**config.mk**
```make
export PLATFORM = sky130hd
export DESIGN_NAME = muldiv_unit
export DESIGN_NICKNAME = d
export VERILOG_FILES = /design/src/rtl/muldiv_unit.sv
export SDC_FILE = /design/constraint.sdc
export NUM_CORES = 1
export LEC_CHECK = 0
export BUFFER_PORTS_ARGS = -buffer_cell sky130_fd_sc_hd__buf_2
export CAP_MARGIN = 20
export CORE_MARGIN = 10
export CORE_UTILIZATION = 55
export CTS_CLUSTER_SIZE = 30
export DETAILED_ROUTE_END_ITERATION = 8
export PLACE_DENSITY = 0.9
export SYNTH_ARGS = -nofsm -noshare
export SYNTH_HDL_FRONTEND = slang
export SYNTH_SLANG_ARGS = --single-unit
```
**constraint.sdc**
```tcl
create_clock -name clk -period 3.9 [get_ports clk]
set_clock_uncertainty 0.2 [all_clocks]
set_input_delay 0.585 -clock clk [delete_from_list [all_inputs] [get_ports clk]]
set_output_delay 0.585 -clock clk [all_outputs]
set_load 0.05 [all_outputs]
```
**src/rtl/muldiv_unit.sv**
```systemverilog
// muldiv_unit: multi-cycle MULT/MULTU/DIV/DIVU engine driving the HI/LO write port.
// Define MULDIV_FAST_MULT_EN for a single-cycle multiplier; division stays iterative.
module muldiv_unit (
  input  logic        clk,
  input  logic        rst,
  input  logic        start_i,
  input  logic [1:0]  op_i,
  input  logic [31:0] a_i,
  input  logic [31:0] b_i,
  input  logic        cancel_i,
  output logic        busy_o,
  output logic        stall_o,
  output logic [1:0]  hilo_we_o,
  output logic [31:0] hi_o,
  output logic [31:0] lo_o
);
  typedef enum logic [1:0] {IDLE, ITER, FIX, DONE} state_t;
  state_t      state_q, state_d;
  logic [1:0]  op_q, op_d;
  logic        sa_q, sa_d, sb_q, sb_d;
  logic [5:0]  cnt_q, cnt_d;
  logic [31:0] opd_q, opd_d;
  logic [63:0] acc_q, acc_d;
  logic        sgn, ge;
  logic [31:0] a_mag, b_mag;
  logic [32:0] msum, sh;
  logic [33:0] df;
  assign sgn   = ~op_i[0];
  assign a_mag = (sgn & a_i[31]) ? -a_i : a_i;
  assign b_mag = (sgn & b_i[31]) ? -b_i : b_i;
  // acc holds {partial, multiplier} for multiply and {remainder, dividend/quotient} for divide
  assign msum  = {1'b0, acc_q[63:32]} + (acc_q[0] ? {1'b0, opd_q} : 33'd0);
  assign sh    = {acc_q[63:32], acc_q[31]};
  assign df    = {1'b0, sh} - {2'b0, opd_q};
  assign ge    = ~df[33];
  always_comb begin
    state_d = state_q;
    op_d    = op_q;
    sa_d    = sa_q;
    sb_d    = sb_q;
    cnt_d   = cnt_q;
    opd_d   = opd_q;
    acc_d   = acc_q;
    case (state_q)
      IDLE: if (start_i) begin
        op_d    = op_i;
        sa_d    = sgn & a_i[31];
        sb_d    = sgn & b_i[31];
        cnt_d   = '0;
        opd_d   = op_i[1] ? b_mag : a_mag;
        acc_d   = {32'd0, op_i[1] ? a_mag : b_mag};
        state_d = ITER;
        if (op_i[1] && b_i == 32'd0) begin
          acc_d   = {a_i, 32'hFFFF_FFFF};
          state_d = DONE;
        end
`ifdef MULDIV_FAST_MULT_EN
        if (!op_i[1]) begin
          acc_d   = {{32{sgn & a_i[31]}}, a_i} * {{32{sgn & b_i[31]}}, b_i};
          state_d = DONE;
        end
`endif
      end
      ITER: begin
        acc_d   = op_q[1] ? {ge ? df[31:0] : sh[31:0], acc_q[30:0], ge} : {msum, acc_q[31:1]};
        cnt_d   = cnt_q + 6'd1;
        state_d = cnt_q == 6'd31 ? FIX : ITER;
      end
      FIX: begin
        acc_d   = op_q[1] ? {sa_q ? -acc_q[63:32] : acc_q[63:32], (sa_q ^ sb_q) ? -acc_q[31:0] : acc_q[31:0]}
                          : ((sa_q ^ sb_q) ? -acc_q : acc_q);
        state_d = DONE;
      end
      default: state_d = IDLE;
    endcase
    if (cancel_i) state_d = IDLE;
  end
  always_ff @(posedge clk) begin
    if (rst) begin
      state_q <= IDLE;
      op_q    <= '0;
      sa_q    <= 1'b0;
      sb_q    <= 1'b0;
      cnt_q   <= '0;
      opd_q   <= '0;
      acc_q   <= '0;
    end else begin
      state_q <= state_d;
      op_q    <= op_d;
      sa_q    <= sa_d;
      sb_q    <= sb_d;
      cnt_q   <= cnt_d;
      opd_q   <= opd_d;
      acc_q   <= acc_d;
    end
  end
  assign busy_o    = state_q != IDLE;
  assign stall_o   = (state_q == IDLE && start_i && !cancel_i) || state_q == ITER || state_q == FIX;
  assign hilo_we_o = {2{state_q == DONE && !cancel_i}};
  assign hi_o      = state_q == DONE ? acc_q[63:32] : 32'd0;
  assign lo_o      = state_q == DONE ? acc_q[31:0] : 32'd0;
endmodule

```
==> flow_summary_export.csv <==
group,metric,value,unit
critical_path,endpoint_kind,"register",
sta,finalHoldViolations,0,
yosys,synthTopCellsByArea,"dfxtp_1 (16%), a21oi_1 (7.8%), ha_1 (6.7%)",
final_layout,fillerInstances,2256,
critical_path,cp_max_fo,10,
clock_tree,cts-root-buf,"clkbuf_16",
yosys,syn-num-nets,2154,
global_route,grt_antenna_before_repair,1,
global_route,use_met1,42.2,%
pwr,combPwrFrac,47.9,%
clock_tree,clkLatencyLatePin,370,ps
pwr,seqPwrFrac,29.6,%
sta,tightest_slew,825,ps
critical_path,path_class,"reg2reg",
pwr,switchingPower,1.93,mW
sta,slew_violations,0,
final_layout,drive_gt1_share,15.9,%
clock_tree,cts.sinks,107,
sta,setup_tns,0,ps
floorplanning,start_util,56.1,%
routing,drtAntennaViolNets,0,
routing,drc,0,
critical_path,max_stage_delay,450,ps
yosys,synthesis.area,0.0137,mm2
final_layout,area_delta_synth_final,12.4,%
global_route,track_usage,32.6,%
clock_tree,cts_max_level,3,
floorplanning,die_area,0.0317,mm2
yosys,synth_top_area_share,15.6,%
yosys,synthTopCellsByCount,"a21oi_1 (214), nand2_1 (213), nor2_1 (213)",
global_route,grtUsageMet3,7.21,%
yosys,synth_ff_type,"dfxtp_1",
yosys,yosysMostFrequentCell,"a21oi_1",
global_route,grt_pass1_vias,15433,
flow_run,drv_cap,0,
sta,relSlewSlack,44.8,%
clock_tree,cts_made_buffers,9,
pwr,power_density,282,mW/mm2
pwr,p_clk_share,22.5,%
sta,setup_viol,0,
clock_tree,cts_tree,"built",
critical_path,critPathArrivalTime,3850,ps
place,gp_congestion,1.07,
outcome,status,"completed",
critical_path,crit_slowest_cell,"dfxtp_1",
global_route,overflow,0,
pwr,ir_drop,224,uV
final_layout,fin_nets,2271,
yosys,avgSynthCellArea,6.84,um2
sta,period_needed,3800,ps
floorplanning,ios,138,
floorplanning,die_y,178,um
critical_path,worstPathRequired,3960,ps
yosys,ys_seq_area_share,15.6,%
min_path,hold_path.class,"in2reg",
sta,clock.fmax,263,MHz
yosys,async_reset_ff_share,0,%
pwr,p_int,2.41,mW
place,place_ws,19.8,ps
global_route,grt_pass1_wl,83700,um
yosys,synthCells,2008,
final_layout,stdcell_area,0.0154,mm2
place,placed_area,0.0151,mm2
clock_tree,cts_hold_buf,0,
routing,first_pass_iters,7,
global_route,met2_usage,49.9,%
final_layout,multi_input_area,0.0107,mm2
place,port_buffers,137,
floorplanning,row_count,57,
clock_tree,clk_pin_slew,90,ps
yosys,synth_warnings,0,
floorplanning,die_w,178,um
critical_path,worst_setup_path_start_kind,"register",
routing,routedWlPerCell,22.1,um
global_route,grt_max_degree,94,
place,hpwl,41400,um
routing,routed_wl,54200,um
pwr,power_leakage,6.43,nW
sta,rsz0062_at_grt,"no",
yosys,synth_edf_count,0,
yosys,yosys.area.top_type,"dfxtp_1",
pwr,switching_share,44.4,%
yosys,ys_ff_latch,107,
final_layout,layout.area.seq,0.00215,mm2
floorplanning,core-area,0.0245,mm2
routing,route.vias.total,16766,
clock_tree,cts_buffer_depth,2,
routing,avgViaCountPerCell,6.83,
sta,fin_ws,102,ps
sta,finalCritPeriodShare,97.4,%
yosys,yosysUniqueCellTypes,99,
critical_path,path_cells,"inv_1 -> ha_1 -> nand4_1 -> a211oi_1 -> o21ai_2 -> a2111oi_1 -> buf_4 -> or4_1 -> a21o_1 -> buf_4 -> mux2_2 -> a211oi_1 -> nor3_1",
global_route,grt_busiest_layer,"met2",
routing,drt_iter0_markers,2542,
## state kept, by name, summed over array words and instances, names as in the netlist
register / cells
op_q: 1
acc_q: 64
cnt_q: 6
sa_q: 1
state_q: 2
opd_q: 32
sb_q: 1
## cell families (layout without fill, tap and decap cells)
kind of cell	count (synthesis)	after routing	synth area share, %
flops	107	107	15.6
xor+xnor	129	129	8.23
fa+ha+maj	76	76	7.03
other cells	0	1	0
mux	49	49	3.80
compound gates	682	682	31.7
buf+inv	221	343	6.77
simple gates	744	744	26.9
## power groups by stage
stage,Clock [mW],Combinational (mW),Sequential [mW]
2_1_floorplan,0,1.35,1.27
3_3_place_gp,0,1.94,1.30
3_5_place_dp,0,1.98,1.30
4_1_cts,0.972,1.99,1.28
5_1_grt,1.01,2.23,1.30
6_report,0.979,2.08,1.29
## worst max-delay path, delay by kind of cell, from the launching register on
family	cells	cell delay, ps
AO/OA/AOI/OAI	5	1250
buffers and inverters	3	590
flip-flops	1	450
adder cells (fa/ha/maj)	1	440
AND/OR/NAND/NOR	3	410
multiplexers	1	360
## path summary, 6_finish.rpt
check,start,end,slack [ps],cells after the start
setup reg to reg,opd_q[11],acc_q[35],100,13
hold / removal,cancel_i,state_q[0],250,2
hold reg to reg,opd_q[2],opd_q[2],260,2
setup / recovery,opd_q[11],acc_q[35],100,13
## routing by layer
| layer | wire length, um | vias to the layer above |
|---|---|---|
| met1 | 21100 | 7690 |
| met2 | 23200 | 1305 |
| met3 | 6960 | 213 |
| met4 | 3010 | 0 |
| li1 | - | 7558 |
| met5 | 0 | - |
## timing repair
| action | 4_1_cts | 5_1_grt |
|---|---|---|
| hold endpoints to repair | 0 | 0 |
| pin swaps | 0 | 1 |
| buffers inserted | 0 | 0 |
| setup endpoints to repair | 1 | 10 |
| gates resized for setup | 1 | 12 |
| cloned | 0 | 0 |
## metrics by stage
step / util, % / hold slack (ps) / instances / power (mW)
after floorplan: - / 232 / 2008 / 2.62
after global placement: 61.7 / 239 / 2438 / 3.24
after detailed placement: 61.7 / 247 / 2438 / 3.28
after CTS: 62.9 / 239 / 2454 / 4.24
after global routing: 63.1 / 245 / 2455 / 4.54
final: 63.1 / 249 / 2455 / 4.35
## cells in the final DEF, fill, tap and decap left out, types with 11 or more instances in the layout
cell	instances
a211oi_1	42
buf_4	106
nor2b_1	11
nor3_1	41
xor2_1	54
and2_1	70
nand2b_1	12
or3_1	27
mux2i_1	27
o21ai_0	118
nand4_1	11
nor2_1	213
a311oi_1	12
o21a_1	15
a31oi_1	33
buf_2	137
or2_2	11
o211ai_1	34
dfxtp_1	106
a21oi_1	211
xnor2_1	75
ha_1	71
o221ai_1	11
nor4_1	23
inv_1	79
mux2_2	19
or4_1	17
o21ai_1	28
o31ai_1	31
nand3_1	37
a21o_1	22
nand2_1	213
## cell type report
| type | count | area share [%] |
|---|---|---|
| Multi-Input combinational cell | 1680 | 69.4 |
| Sequential cell | 107 | 13.9 |
| Timing Repair Buffer | 247 | 10.1 |
| Tap cell | 324 | 2.63 |
| Inverter | 80 | 1.95 |
| Clock buffer | 9 | 1.46 |
| Clock inverter | 7 | 0.519 |
| Antenna cell | 1 | 0.0162 |
Note: power is estimated with default switching activity, not from simulation.
